`config.mk`:
```
export PLATFORM = sky130hd
export DESIGN_NAME = int_dot_accum_feeder
export DESIGN_NICKNAME = d
export VERILOG_FILES = /design/src/rtl/int_accum_pkg.sv /design/src/rtl/valid_delay_line.sv /design/src/rtl/int_dot_accum_feeder.sv
export SDC_FILE = /design/constraint.sdc
export NUM_CORES = 1
export LEC_CHECK = 0
export CELL_PAD_IN_SITES_DETAIL_PLACEMENT = 0
export CELL_PAD_IN_SITES_GLOBAL_PLACEMENT = 2
export CORE_ASPECT_RATIO = 0.75
export CORE_UTILIZATION = 39
export CTS_CLUSTER_SIZE = 28
export DETAILED_ROUTE_END_ITERATION = 7
export DONT_BUFFER_PORTS = 1
export MAX_ROUTING_LAYER = met4
export PLACE_DENSITY = 0.9
export SYNTH_ARGS = -nofsm -noshare
export SYNTH_HDL_FRONTEND = slang
export SYNTH_SLANG_ARGS = --single-unit
```
`constraint.sdc`:
```
create_clock -name clk -period 6.6 [get_ports clk]
set_input_delay 1.32 -clock clk [delete_from_list [all_inputs] [get_ports clk]]
set_output_delay 1.32 -clock clk [all_outputs]
set_load 0.1 [all_outputs]
```
`src/rtl/int_accum_pkg.sv`:
```
// Shared types, constants and the 32-bit saturation helper for the integer
// dot-product accumulator that feeds the int_to_float converter.
package int_accum_pkg;

  localparam int DEF_DATA_W   = 16;
  localparam int DEF_ACC_W    = 40;
  localparam int DEF_CONV_LAT = 7;

  localparam logic [31:0] INT32_MAX = 32'h7FFF_FFFF;
  localparam logic [31:0] INT32_MIN = 32'h8000_0000;

  localparam logic signed [63:0] SAT_HI = 64'sh0000_0000_7FFF_FFFF;
  localparam logic signed [63:0] SAT_LO = 64'shFFFF_FFFF_8000_0000;

  typedef enum logic [0:0] {
    IDLE  = 1'b0,
    ACCUM = 1'b1
  } state_e;

  typedef struct packed {
    logic [31:0] val;
    logic        sat;
  } sat_res_t;

  // Clamp a sign-extended sum to the int32 range and report whether it clipped.
  function automatic sat_res_t sat_to_32(input logic signed [63:0] v);
    sat_res_t r;
    if (v > SAT_HI) begin
      r.val = INT32_MAX;
      r.sat = 1'b1;
    end else if (v < SAT_LO) begin
      r.val = INT32_MIN;
      r.sat = 1'b1;
    end else begin
      r.val = v[31:0];
      r.sat = 1'b0;
    end
    return r;
  endfunction

endpackage

```
`src/rtl/valid_delay_line.sv`:
```
// Fixed-latency shift register for valid strobes; lines a strobe up with the
// output of a pipelined unit that carries no valid of its own.
module valid_delay_line #(
  parameter int DEPTH = 7
) (
  input  logic clk,
  input  logic rst,
  input  logic din,
  output logic dout
);

  logic [DEPTH-1:0] sr_r;

  // Shift the strobe one stage per cycle; reset flushes anything in flight.
  always_ff @(posedge clk or negedge rst) begin
    if (!rst) begin
      sr_r <= '0;
    end else begin
      sr_r[0] <= din;
      for (int i = 1; i < DEPTH; i++) begin
        sr_r[i] <= sr_r[i-1];
      end
    end
  end

  assign dout = sr_r[DEPTH-1];

endmodule

```
`src/rtl/int_dot_accum_feeder.sv`:
```
// Framed signed multiply-accumulate; emits a saturated int32 frame sum for the
// int_to_float converter plus a valid strobe aligned with the converter output.
module int_dot_accum_feeder
  import int_accum_pkg::*;
#(
  parameter int DATA_W   = DEF_DATA_W,
  parameter int ACC_W    = DEF_ACC_W,
  parameter int CONV_LAT = DEF_CONV_LAT
) (
  input  logic              clk,
  input  logic              rst,
  input  logic              in_valid,
  input  logic              in_first,
  input  logic              in_last,
  input  logic [DATA_W-1:0] in_a,
  input  logic [DATA_W-1:0] in_b,
  output logic [31:0]       acc_out,
  output logic              acc_valid,
  output logic              fp_valid,
  output logic              sat_flag,
  output logic              err_flag
);

  localparam int PROD_W = 2 * DATA_W;

  logic [DATA_W-1:0]        a_r, b_r;
  logic                     v1_r, f1_r, l1_r;
  logic signed [PROD_W-1:0] a_ext_s, b_ext_s;
  logic signed [PROD_W-1:0] prod_r;
  logic                     v2_r, f2_r, l2_r;
  logic signed [ACC_W-1:0]  prod_ext_s, acc_r, acc_next_s;
  logic signed [ACC_W-1:0]  emit_sum_s, emit_sum_r;
  logic signed [63:0]       emit_wide_s;
  state_e                   state_r, state_next_s;
  logic                     emit_s, emit_r, err_set_s;
  sat_res_t                 sat_s;

  // Stage 1: register operands together with their frame flags.
  always_ff @(posedge clk or negedge rst) begin
    if (!rst) begin
      a_r  <= '0;
      b_r  <= '0;
      v1_r <= 1'b0;
      f1_r <= 1'b0;
      l1_r <= 1'b0;
    end else begin
      a_r  <= in_a;
      b_r  <= in_b;
      v1_r <= in_valid;
      f1_r <= in_first;
      l1_r <= in_last;
    end
  end

  // Operands are widened to the product width so the low half is the exact product.
  assign a_ext_s = {{DATA_W{a_r[DATA_W-1]}}, a_r};
  assign b_ext_s = {{DATA_W{b_r[DATA_W-1]}}, b_r};

  // Stage 2: register the signed product.
  always_ff @(posedge clk or negedge rst) begin
    if (!rst) begin
      prod_r <= '0;
      v2_r   <= 1'b0;
      f2_r   <= 1'b0;
      l2_r   <= 1'b0;
    end else begin
      prod_r <= a_ext_s * b_ext_s;
      v2_r   <= v1_r;
      f2_r   <= f1_r;
      l2_r   <= l1_r;
    end
  end

  assign prod_ext_s = {{(ACC_W-PROD_W){prod_r[PROD_W-1]}}, prod_r};

  // Frame state machine: decides accumulate, restart, emit or drop for each beat.
  always_comb begin
    acc_next_s   = acc_r;
    state_next_s = state_r;
    emit_s       = 1'b0;
    emit_sum_s   = acc_r;
    err_set_s    = 1'b0;
    if (v2_r) begin
      case (state_r)
        IDLE: begin
          if (f2_r) begin
            acc_next_s = prod_ext_s;
            emit_sum_s = prod_ext_s;
            if (l2_r) begin
              emit_s = 1'b1;
            end else begin
              state_next_s = ACCUM;
            end
          end else begin
            err_set_s = 1'b1;
          end
        end
        ACCUM: begin
          if (f2_r) begin
            // A first beat mid-frame abandons the partial sum.
            err_set_s  = 1'b1;
            acc_next_s = prod_ext_s;
            emit_sum_s = prod_ext_s;
          end else begin
            acc_next_s = acc_r + prod_ext_s;
            emit_sum_s = acc_r + prod_ext_s;
          end
          if (l2_r) begin
            emit_s       = 1'b1;
            state_next_s = IDLE;
          end else begin
            state_next_s = ACCUM;
          end
        end
        default: begin
          state_next_s = IDLE;
        end
      endcase
    end else begin
      acc_next_s = acc_r;
    end
  end

  // Stage 3: accumulator, state, pending emit and sticky error.
  always_ff @(posedge clk or negedge rst) begin
    if (!rst) begin
      acc_r      <= '0;
      state_r    <= IDLE;
      emit_r     <= 1'b0;
      emit_sum_r <= '0;
      err_flag   <= 1'b0;
    end else begin
      acc_r      <= acc_next_s;
      state_r    <= state_next_s;
      emit_r     <= emit_s;
      emit_sum_r <= emit_sum_s;
      err_flag   <= err_flag | err_set_s;
    end
  end

  assign emit_wide_s = {{(64-ACC_W){emit_sum_r[ACC_W-1]}}, emit_sum_r};
  assign sat_s       = sat_to_32(emit_wide_s);

  // Stage 4: saturated result holds on acc_out until the next emit.
  always_ff @(posedge clk or negedge rst) begin
    if (!rst) begin
      acc_out   <= '0;
      sat_flag  <= 1'b0;
      acc_valid <= 1'b0;
    end else begin
      acc_valid <= emit_r;
      if (emit_r) begin
        acc_out  <= sat_s.val;
        sat_flag <= sat_s.sat;
      end else begin
        acc_out  <= acc_out;
        sat_flag <= sat_flag;
      end
    end
  end

  valid_delay_line #(
    .DEPTH (CONV_LAT)
  ) u_fp_delay (
    .clk  (clk),
    .rst  (rst),
    .din  (acc_valid),
    .dout (fp_valid)
  );

endmodule

```
; Word-level counts from Yosys, hierarchy flattened
; Index checks and enable logic that the tools add are counted.
[word_totals]
regBits = 154
elab_cells = 41
[op_classes]
mux = 16
bitwise_logic = 2
multipliers = 1
reduce_logical = 1
magnitude_cmp = 2
addsub = 1
n_eq_ne = 1
[op_table]
columns = op, count
row1 = two-way mux 40 bit, 2
row2 = case mux 40 bit (2 select lines), 1
row3 = two-way mux 33 bit, 2
row4 = adder 40 x 32 -> 40 bit, 1
row5 = greater-than comparator 40 x 32 -> 1 bit (second input constant), 1
row6 = < comparator 40 x 32 -> 1 bit (second input constant), 1
row7 = multiplier 16 x 16 -> 32 bit, 1
row8 = two-way mux 1 bit, 8
row9 = case mux 1 bit (2 select lines), 3
row10 = != test 2 bit (second input constant), 1
row11 = AND reduction 2 bit, 1
row12 = inverter 1 bit, 1
row13 = bitwise OR 1 bit, 1

; Longest topological paths before layout
; Gate-level depths: netlist of the first run.
[logic_depth]
depth_word = 4
ltp_mapped = 25

; By module
; Synthesis of the first run repeated with hierarchy kept, for this count alone.
[unflattened]
hier_cells = 1757
area_unflattened_um2 = 16940.0
[by_module_without_submodules]
columns = mod, area_each_um2, seq_area_each_um2, instances, cells_per_inst
row1 = int_dot_accum_feeder, 16764.8, 3678.5, 1, 1750
row2 = valid_delay_line, 175.2, 175.2, 1, 7

; Worst setup path after synthesis of the first run
; Ideal clock, no wire load.
[synth_path]
path_type = flip-flop to flip-flop
start = reg b_r[7]
end = reg prod_r[31]
period_less_slack_ns = 6.143
arrival_ns = 6.018
path_slack_ns = 0.457
stages_incl_launch_ff = 26
required_time_ns = 6.475
setup_time_ns = 0.125
cell_sequence = dfrtp_1 > clkbuf_1 > nand2_1 > fa_1 > inv_1 > fa_1 > inv_1 > fa_1 > inv_1 > fa_1 > fa_1 > inv_1 > fa_1 > inv_1 > ha_1 > buf_6 > o21ai_1 > a21oi_1 > a311o_1 > a21o_1 > a31o_1 > a31oi_4 > o211a_4 > o21ai_1 > a21o_1 > xnor2_1
[synth_via]
elab_chain_len = 1
[synth_rtl]
columns = element, line
row1 = from (decl), int_dot_accum_feeder.sv:26  ; logic [DATA_W-1:0] a_r, b_r;
row2 = from (signal assigned), int_dot_accum_feeder.sv:48  ; b_r <= in_b;
row3 = multiplier 16 x 16 -> 32 bit, int_dot_accum_feeder.sv:67  ; prod_r <= a_ext_s * b_ext_s;
row4 = to (signal assigned), int_dot_accum_feeder.sv:67
row5 = to (decl), int_dot_accum_feeder.sv:29  ; logic signed [PROD_W-1:0] prod_r;
; No other way between the ends.
; A chain may end at the register's enable or synchronous reset.

; Final worst setup path of the first run
[layout_path]
start = reg a_r[10]
end = reg prod_r[31]
[layout_via]
elab_chain_len = 1
[layout_rtl]
columns = element, line
row1 = from (decl), int_dot_accum_feeder.sv:26
row2 = from (signal assigned), int_dot_accum_feeder.sv:47  ; a_r <= in_a;
row3 = multiplier 16 x 16 -> 32 bit, int_dot_accum_feeder.sv:67
; No other way between the ends.

==> results of run 1 <==
[cell type report]
cell class | count | area [um2]
inverters | 325 | 1220
multi-input cells | 1223 | 11700
diodes | 3 | 7.51
well taps | 569 | 712
repair buffers | 31 | 233
flip-flops and latches | 154 | 3870
fillers | 4130 | 24300
clock buffers | 17 | 425
clock inverters | 15 | 168
[cell families (layout without fill, tap and decap cells)]
family / after synthesis / after routing / synth area share
compound gates: 280 / 280 / 0.112
other cells: 0 / 3 / 0
fa+ha+maj: 385 / 385 / 0.398
mux: 5 / 5 / 0.00308
xor+xnor: 68 / 68 / 0.0349
simple gates: 485 / 485 / 0.138
flops: 154 / 154 / 0.226
buf+inv: 392 / 388 / 0.0880
[through the flow]
stage                     worst slack, ps  utilization  instance area (um2)  hold WS [ps]
after floorplan                       457            -                17100           331
after global placement                210        0.416                17700           337
after detailed placement             79.5        0.416                17700           336
after CTS                            68.0        0.430                18300           354
after global routing                0.368        0.431                18300           363
final                                 260        0.431                18400           349
[cell usage in the layout (no fill, tap or decap), types with 18 or more instances in the layout]
cell and n:
inv_1 325, fa_1 263, nand2_1 185, dfrtp_1 142
and2_1 131, ha_1 122, nor2_1 95, a21oi_1 84
a21o_1 41, xnor2_1 40, o21ai_0 31, buf_4 31
xor2_1 28, o2bb2ai_1 22, o21ai_1 18
[worst paths after layout]
path	to	slack, ps	cells past startpoint
hold reg to reg	u_fp_delay.sr_r[1]	350	0
setup reg to reg	prod_r[31]	260	22
max in group asynchronous	b_r[4]	5840	0
setup / recovery	prod_r[31]	260	22
min in group asynchronous	acc_out[4]	560	0
hold / removal	u_fp_delay.sr_r[1]	350	0
[flip-flops by register name (all words and copies together), names as in the netlist, 7 cells and up]
register	flops
a_r	16
prod_r	32
b_r	16
emit_sum_r	40
u_fp_delay.sr_r	7
acc_out	32
[synth_stat cells, types with 7 or more instances]
| cell | instances | area (um2) |
|---|---|---|
| inv_1 | 325 | 1220 |
| fa_1 | 263 | 5270 |
| nand2_1 | 185 | 694 |
| dfrtp_1 | 154 | 3850 |
| and2_1 | 131 | 820 |
| ha_1 | 122 | 1530 |
| nor2_1 | 95 | 357 |
| a21oi_1 | 85 | 425 |
| clkbuf_1 | 58 | 218 |
| a21o_1 | 41 | 308 |
| xnor2_1 | 40 | 350 |
| o21ai_0 | 31 | 155 |
| xor2_1 | 28 | 245 |
| o2bb2ai_1 | 22 | 193 |
| o21ai_1 | 18 | 90.1 |
| a31oi_1 | 14 | 87.6 |
| nand3_1 | 12 | 60.1 |
| nand4_1 | 12 | 75.1 |
| a221o_1 | 11 | 110 |
| nand2b_1 | 11 | 68.8 |
| nor2b_1 | 8 | 50.1 |
| o21bai_1 | 8 | 60.1 |
| o21a_1 | 7 | 52.6 |
[critical path: stages, from the launching register on]
cell,delay [ps]
dfrtp_1,540
and2_1,250
fa_1,540
inv_1,50
fa_1,470
fa_1,530
inv_1,60
fa_1,490
fa_1,490
inv_1,50
fa_1,470
inv_1,40
ha_1,360
o21ai_1,160
a21oi_1,110
a311o_1,360
a21o_1,150
a31o_1,240
a31oi_4,260
o211a_4,210
o21ai_1,70
a21o_1,190
xnor2_1,120
[layer usage]
metal	up-vias	track usage
met1	5814	0.305
met4	0	0.0293
met2	320	0.276
met5	-	-
met3	29	0.0465
li1	5535	-
==> impl_metrics.ini, run 1 <==
[final_layout]
nets = 2174
drive_gt1_frac = 0.0584
areaGrowthSynthToFinish_pct = 7.54
final_cells = 2337

[routing]
met2_length_um = 16000
top_layer = met4
drc = 0
drtAntennaViolNets = 0
wl_per_cell_um = 17.7
drtIter0Drc = 768
vias = 11698
drtPass1Iterations = 7
vias_per_cell = 5.01
wirelength_um = 41300
m1WireLength_um = 21800
routed-wl-met3_um = 3070

[cts]
cts_tree = yes
postCtsSetupBuffers = 0
post_cts_resize_count = 0
cts-root-buf = clkbuf_16
cts-hold-fix-buffers = 0
clock_path_buffers = 2
htree_levels = 4
worstSkewPairLatency_ps = 460
numCtsBuffers = 17
path_clk_slew_ps = 80
clock-sinks = 154

[die]
die_h_um = 183
rows = 65
initial_core_util = 0.401
die_area_um2 = 44600
boundaryPins = 73
core_um2 = 42600
die_w_um = 244

[yosys]
async_flop_share = 1.00
yosys.cell_types.count = 69
synth_enable_flop_cells = 0
synth_seq_cells = 154
syn-num-nets = 2191
syn_area_per_cell_um2 = 9.65
seq_area_frac_synth = 0.226
synthCells = 1769
netlist_area_um2 = 17100
synth_flop_cell = dfrtp_1
yosysWarnings = 0

[placed_design]
dpl.hpwl_um = 32800
io_buffers = 0
place_congestion = 0.905
dp_cells = 2302

[run_status]
outcome = finished clean

[sta]
slew_headroom = 0.310
finalSetupViolCount = 0
worst_pin_slew_ps = 1040
period_needed_ps = 6340
max_freq_mhz = 158
finalClockSkew_ps = 24.5
slew_viol_final = 0
period_share = 0.961
grt_setup_unrepaired = false
fin_tns_setup_ps = 0
hold_violations = 0

[global_routing]
grt_remaining_overflow = 0
antenna_found_initial = 9
grt_pass1_wl_um = 67500
grt.total_usage = 0.201
grt_max_degree = 155
grt_pass1_vias = 12015

[setup_path]
critPathLaunchType = flip-flop
worst_setup_path_end_kind = flip-flop
crit_type = flip-flop to flip-flop
crit_required_ps = 6910
worst-path-max-fanout = 10
r2r_start = a_r[10]
arrival_ps = 6650
worstSetupStartpoint = a_r[10]

[hold_path]
hold_class = flip-flop to flip-flop
min_from = u_fp_delay.sr_r[0]

[flow_run]
cap_viol_max_count = 0
Power of run 1 is left out: the tool's default activity adds up to more than one toggle a clock period on the data nets, which glitch-free logic cannot reach.
==> inputs of run 2 (changes only) <==
--- a/config.mk
+++ b/config.mk
@@ -14,6 +14,7 @@
 export DONT_BUFFER_PORTS = 1
 export MAX_ROUTING_LAYER = met4
 export PLACE_DENSITY = 0.9
+export RECOVER_POWER = 25
 export SYNTH_ARGS = -nofsm -noshare
 export SYNTH_HDL_FRONTEND = slang
 export SYNTH_SLANG_ARGS = --single-unit
==> results of run 2 <==
Final layout, timing and power as in run 1 (identical DEF).
Power of run 2 is left out for the same reason.
==> inputs of run 3 (changes only) <==
--- a/config.mk
+++ b/config.mk
@@ -5,6 +5,7 @@
 export SDC_FILE = /design/constraint.sdc
 export NUM_CORES = 1
 export LEC_CHECK = 0
+export CAP_MARGIN = 5
 export CELL_PAD_IN_SITES_DETAIL_PLACEMENT = 0
 export CELL_PAD_IN_SITES_GLOBAL_PLACEMENT = 2
 export CORE_ASPECT_RATIO = 0.75
==> results of run 3 <==
Final layout, timing and power as in run 1 (identical DEF).
Power of run 3 is left out for the same reason.
